===== config.mk =====
export PLATFORM = sky130hd
export DESIGN_NAME = bounded_differentiator
export DESIGN_NICKNAME = d
export VERILOG_FILES = /design/src/rtl/bounded_differentiator.sv
export SDC_FILE = /design/constraint.sdc
export NUM_CORES = 1
export LEC_CHECK = 0
export ABC_AREA = 1
export BUFFER_PORTS_ARGS = -buffer_cell sky130_fd_sc_hd__buf_2
export CELL_PAD_IN_SITES_DETAIL_PLACEMENT = 1
export CELL_PAD_IN_SITES_GLOBAL_PLACEMENT = 1
export CORE_MARGIN = 10
export CORE_UTILIZATION = 36
export CTS_CLUSTER_SIZE = 8
export DETAILED_ROUTE_END_ITERATION = 16
export GPL_TIMING_DRIVEN = 0
export HOLD_SLACK_MARGIN = 0.02
export PLACE_DENSITY_LB_ADDON = 0.25
export RECOVER_POWER = 100
export SETUP_SLACK_MARGIN = 0.1
export SLEW_MARGIN = 20
export SYNTH_ARGS = -nofsm -noshare
export SYNTH_HDL_FRONTEND = slang
export SYNTH_SLANG_ARGS = --single-unit

===== constraint.sdc =====
create_clock -name clk -period 5.85 [get_ports clk]
set_input_delay 0.2925 -clock clk [delete_from_list [all_inputs] [get_ports clk]]
set_output_delay 0.2925 -clock clk [all_outputs]
set_load 0.02 [all_outputs]

===== src/rtl/bounded_differentiator.sv =====
// Bounded differentiator: rebuilds the raw sample stream from a moving-window sum
// stream using x[n] = s[n] - s[n-1] + x[n-SIZE], with valid/ready on both sides.
module bounded_differentiator #(
    parameter int WIDTH        = 8,
    parameter int SIZE         = 6,
    parameter int LOG2_SIZE_P1 = 3
) (
    input  logic                          clk,
    input  logic                          reset,
    input  logic                          clear,
    input  logic [WIDTH+LOG2_SIZE_P1-1:0] i_tdata,
    input  logic                          i_tvalid,
    output logic                          i_tready,
    output logic [WIDTH-1:0]              o_tdata,
    output logic                          o_tvalid,
    input  logic                          o_tready
);

    localparam int SW    = WIDTH + LOG2_SIZE_P1;
    localparam int PTR_W = (SIZE > 1) ? $clog2(SIZE) : 1;
    localparam logic [PTR_W-1:0] PTR_LAST = PTR_W'(SIZE - 1);

    logic [SW-1:0]    prev_sum_q;
    logic [SW-1:0]    prev_sum_d;
    logic [WIDTH-1:0] hist_q [SIZE];
    logic [WIDTH-1:0] hist_d [SIZE];
    logic [PTR_W-1:0] ptr_q;
    logic [PTR_W-1:0] ptr_d;
    logic [WIDTH-1:0] o_tdata_q;
    logic [WIDTH-1:0] o_tdata_d;
    logic             o_tvalid_q;
    logic             o_tvalid_d;

    logic             accept_s;
    logic [WIDTH-1:0] hist_rd_s;
    logic [SW-1:0]    diff_s;

    assign i_tready  = ~clear & (~o_tvalid_q | o_tready);
    assign accept_s  = i_tvalid & i_tready;
    assign hist_rd_s = hist_q[ptr_q];
    // Modulo-2^SW arithmetic; the oldest sample is sign-extended to the sum width.
    assign diff_s    = i_tdata - prev_sum_q + {{LOG2_SIZE_P1{hist_rd_s[WIDTH-1]}}, hist_rd_s};

    assign o_tdata   = o_tdata_q;
    assign o_tvalid  = o_tvalid_q;

    // Next-state logic: clear wipes history, accept advances the ring, drain drops valid.
    always_comb begin
        prev_sum_d = prev_sum_q;
        hist_d     = hist_q;
        ptr_d      = ptr_q;
        o_tdata_d  = o_tdata_q;
        o_tvalid_d = o_tvalid_q;
        if (clear) begin
            prev_sum_d = '0;
            for (int k = 0; k < SIZE; k++) begin
                hist_d[k] = '0;
            end
            ptr_d      = '0;
            o_tdata_d  = '0;
            o_tvalid_d = 1'b0;
        end else if (accept_s) begin
            prev_sum_d    = i_tdata;
            hist_d[ptr_q] = diff_s[WIDTH-1:0];
            o_tdata_d     = diff_s[WIDTH-1:0];
            o_tvalid_d    = 1'b1;
            if (ptr_q == PTR_LAST) begin
                ptr_d = '0;
            end else begin
                ptr_d = ptr_q + 1'b1;
            end
        end else if (o_tready) begin
            o_tvalid_d = 1'b0;
        end else begin
            o_tvalid_d = o_tvalid_q;
        end
    end

    // State registers with synchronous reset back to the integrator's post-reset state.
    always_ff @(posedge clk) begin
        if (reset) begin
            prev_sum_q <= '0;
            for (int k = 0; k < SIZE; k++) begin
                hist_q[k] <= '0;
            end
            ptr_q      <= '0;
            o_tdata_q  <= '0;
            o_tvalid_q <= 1'b0;
        end else begin
            prev_sum_q <= prev_sum_d;
            hist_q     <= hist_d;
            ptr_q      <= ptr_d;
            o_tdata_q  <= o_tdata_d;
            o_tvalid_q <= o_tvalid_d;
        end
    end

endmodule


==> flow_summary.yaml <==
critical_path:
  cp_slowest_cell: "xor2_1"
  crit_arrival_ps: 4190
  cpPeakStageDelay_ps: 580
  crit_fanout: 10
  path_cells: "inv_1, clkbuf_1, nor2_1, o32ai_1, nor2_1, fa_1, inv_1, fa_1, a31oi_1, xor2_1, nand2_1, nand2_1, inv_1"
  r2r_slack_ps: 1920
  crit_required_ps: 6110
  cp-start-kind: "flop"
  crit_type: "reg2reg"
  endpoint_kind: "flop"
  path_common_cell: "inv_1"
finish:
  utilization_pct: 40.9
  diodes: 0
  design_area_sq_um: 3940
  n_fill_cell: 1253
  drive_above_1_share_pct: 12.6
  area_growth_pct: 11.8
  final_nets: 525
  multi_input_area_sq_um: 1740
  seqCellArea_sq_um: 1360
grt:
  grt_pass1_wl_mm: 17.0
  grtUsageTotal_pct: 15.0
  grt_pass1_vias: 3252
  grt-ovfl-total: 0
  antenna_found_initial: 0
  grt_max_degree: 12
clock_tree:
  postCtsSetupBuffers: 0
  root_buffer: "clkbuf_8"
  clk_pin_slew_ps: 80
  post_cts_resized: 0
  insertion_delay_ps: 350
  cts_num_sinks: 68
  htree_levels: 3
  cts_hold_buf: 0
  cts_buffer_depth: 2
  cts-buffers-inserted: 9
  cts_tree: "yes"
power:
  peakVddDrop_v: 0.000123
  switching_power_uw: 331
  p_clk_share_pct: 34.4
  internal_power_uw: 690
  switching_share_pct: 32.4
  power.density_nw_per_um2: 259
  p_seq_share_pct: 46.3
  total_power_uw: 1020
  leakagePower_uw: 0.00178
  pwr-share-comb_pct: 19.2
route:
  wirelength_mm: 10.3
  drt_iter0_markers: 143
  drtAntennaViolNets: 0
  viasPerCell: 5.06
  dr.pass1.iters: 4
  vias: 3199
  drc: 0
  wire_per_inst_um: 16.3
synthesis:
  avgSynthCellArea_sq_um: 7.65
  synth_area_sq_um: 3520
  synth_cells: 461
  synth_edf_count: 0
  synth_top_cell_by_area: "dfxtp_1"
  yosysMostFrequentCell: "inv_1"
  syn-num-nets: 492
  synth-seq-cells: 68
  ys_warn_count: 0
  ys_seq_area_share_pct: 38.6
  yosys-top-cells-count: "inv_1, dfxtp_1, nand2_1"
  synth-main-ff-cell: "dfxtp_1"
  synth_top_area_share_pct: 38.6
  async_flop_share_pct: 0
  synth_area_leaders: "dfxtp_1, inv_1, o21ai_0"
  synth.distinct_cells: 38
run:
  cap_violations: 0
die:
  ios: 26
  rows: 36
  die_w_um: 119
  initial_core_util_pct: 36.6
  core_area_sq_um: 9640
  fp.dieArea_sq_um: 14100
  die_y_um: 119
timing:
  fin_crit_sh_pct: 67.3
  maxSlewViolCount: 0
  timing.fmax_ghz: 0.254
  setup_tns_ps: 0
  maxSlewHeadroom_pct: 41.3
  finalClockSkew_ps: 8.66
  tightest_slew_ps: 877
  fin_crit_ps: 3930
  hold_viol: 0
  rsz0062_at_grt: "false"
  setup_viol: 0
place:
  dp_hpwl_mm: 7.81
  dpl_cell_area_sq_um: 3800
  gp_congestion: 0.851
  io_buffers: 22
outcome:
  status: "finished, final reports clean"
min_path:
  hp-class: "in2reg"
-- worst paths after layout --
check	from	endpoint	cells past startpoint
setup / recovery	ptr_q[0]	o_tdata[4]	13
hold / removal	i_tdata[7]	prev_sum_q[7]	3
setup reg to reg	ptr_q[0]	o_tdata[4]	13
hold reg to reg	hist_q[17]	hist_q[17]	2
-- final cells by class --
type	count	share of cell area [%]
flip-flops and latches	68	34.5
repair buffers	22	2.48
inverters	77	7.40
well taps	133	4.22
clock buffers	12	3.68
plain buffers	18	3.02
clock inverters	4	0.635
multi-input cells	298	44.0
-- per-layer routing --
| layer | GRT usage (%) | wire length [um] | up-vias |
|---|---|---|---|
| met5 | 0 | 0 | - |
| li1 | - | - | 1567 |
| met3 | 3.31 | 257 | 11 |
| met1 | 19.1 | 4930 | 1576 |
| met4 | 4.12 | 115 | 0 |
| met2 | 24.9 | 5020 | 45 |
-- flip-flops by register name (all words and copies together), names as in the netlist --
register,count
hist_q,48
ptr_q,3
prev_sum_q,8
o_tvalid,1
o_tdata,8
-- kinds of logic after synthesis --
| logic type | after synthesis | synth area share [%] |
|---|---|---|
| flip-flops | 68 | 38.6 |
| adder cells (fa/ha/maj) | 15 | 6.82 |
| AND/OR/NAND/NOR | 159 | 22.3 |
| buffers and inverters | 95 | 11.6 |
| multiplexers | 1 | 0.284 |
| AO/OA/AOI/OAI | 120 | 19.6 |
| XOR/XNOR | 3 | 0.746 |
-- power by group through the flow --
stage	Sequential [uW]	Clock (uW)	Combinational, uW
final	473	351	196
after global routing	474	383	220
after CTS	473	361	202
after detailed placement	484	0	201
after global placement	484	0	197
after floorplan	486	0	137
-- critical path, delay by kind of cell, from the launching register on --
kind,cells,cell delay (ps)
adders and majority gates,2,990
and+or+nand+nor,4,410
buffers and inverters,4,910
xor gates and xnor gates,1,580
AOI/OAI and AO/OA,2,610
DFF,1,340
-- stage by stage --
step,std cells,hold slack [ps],worst slack (ps)
after floorplan,461,413,2910
after global placement,616,436,2090
after detailed placement,616,448,2090
after CTS,632,191,2070
after global routing,632,192,1640
final,632,202,1920
-- placed cells by master (no fill, tap or decap), drive strengths merged --
master / n
a211oi: 3
a31oi: 1
a21o: 1
a221oi: 2
fa: 7
mux2i: 1
clkbuf: 29
o22ai: 3
o211ai: 15
inv: 76
nand2: 63
nand3b: 1
clkinvlp: 2
a22o: 2
or2: 1
xor2: 3
nand3: 31
nand4: 4
a21oi: 41
o32ai: 3
nor2: 59
ha: 8
o21ai: 47
dfxtp: 68
o21a: 2
buf: 23
clkinv: 3
(Power assumes the default switching activity.)
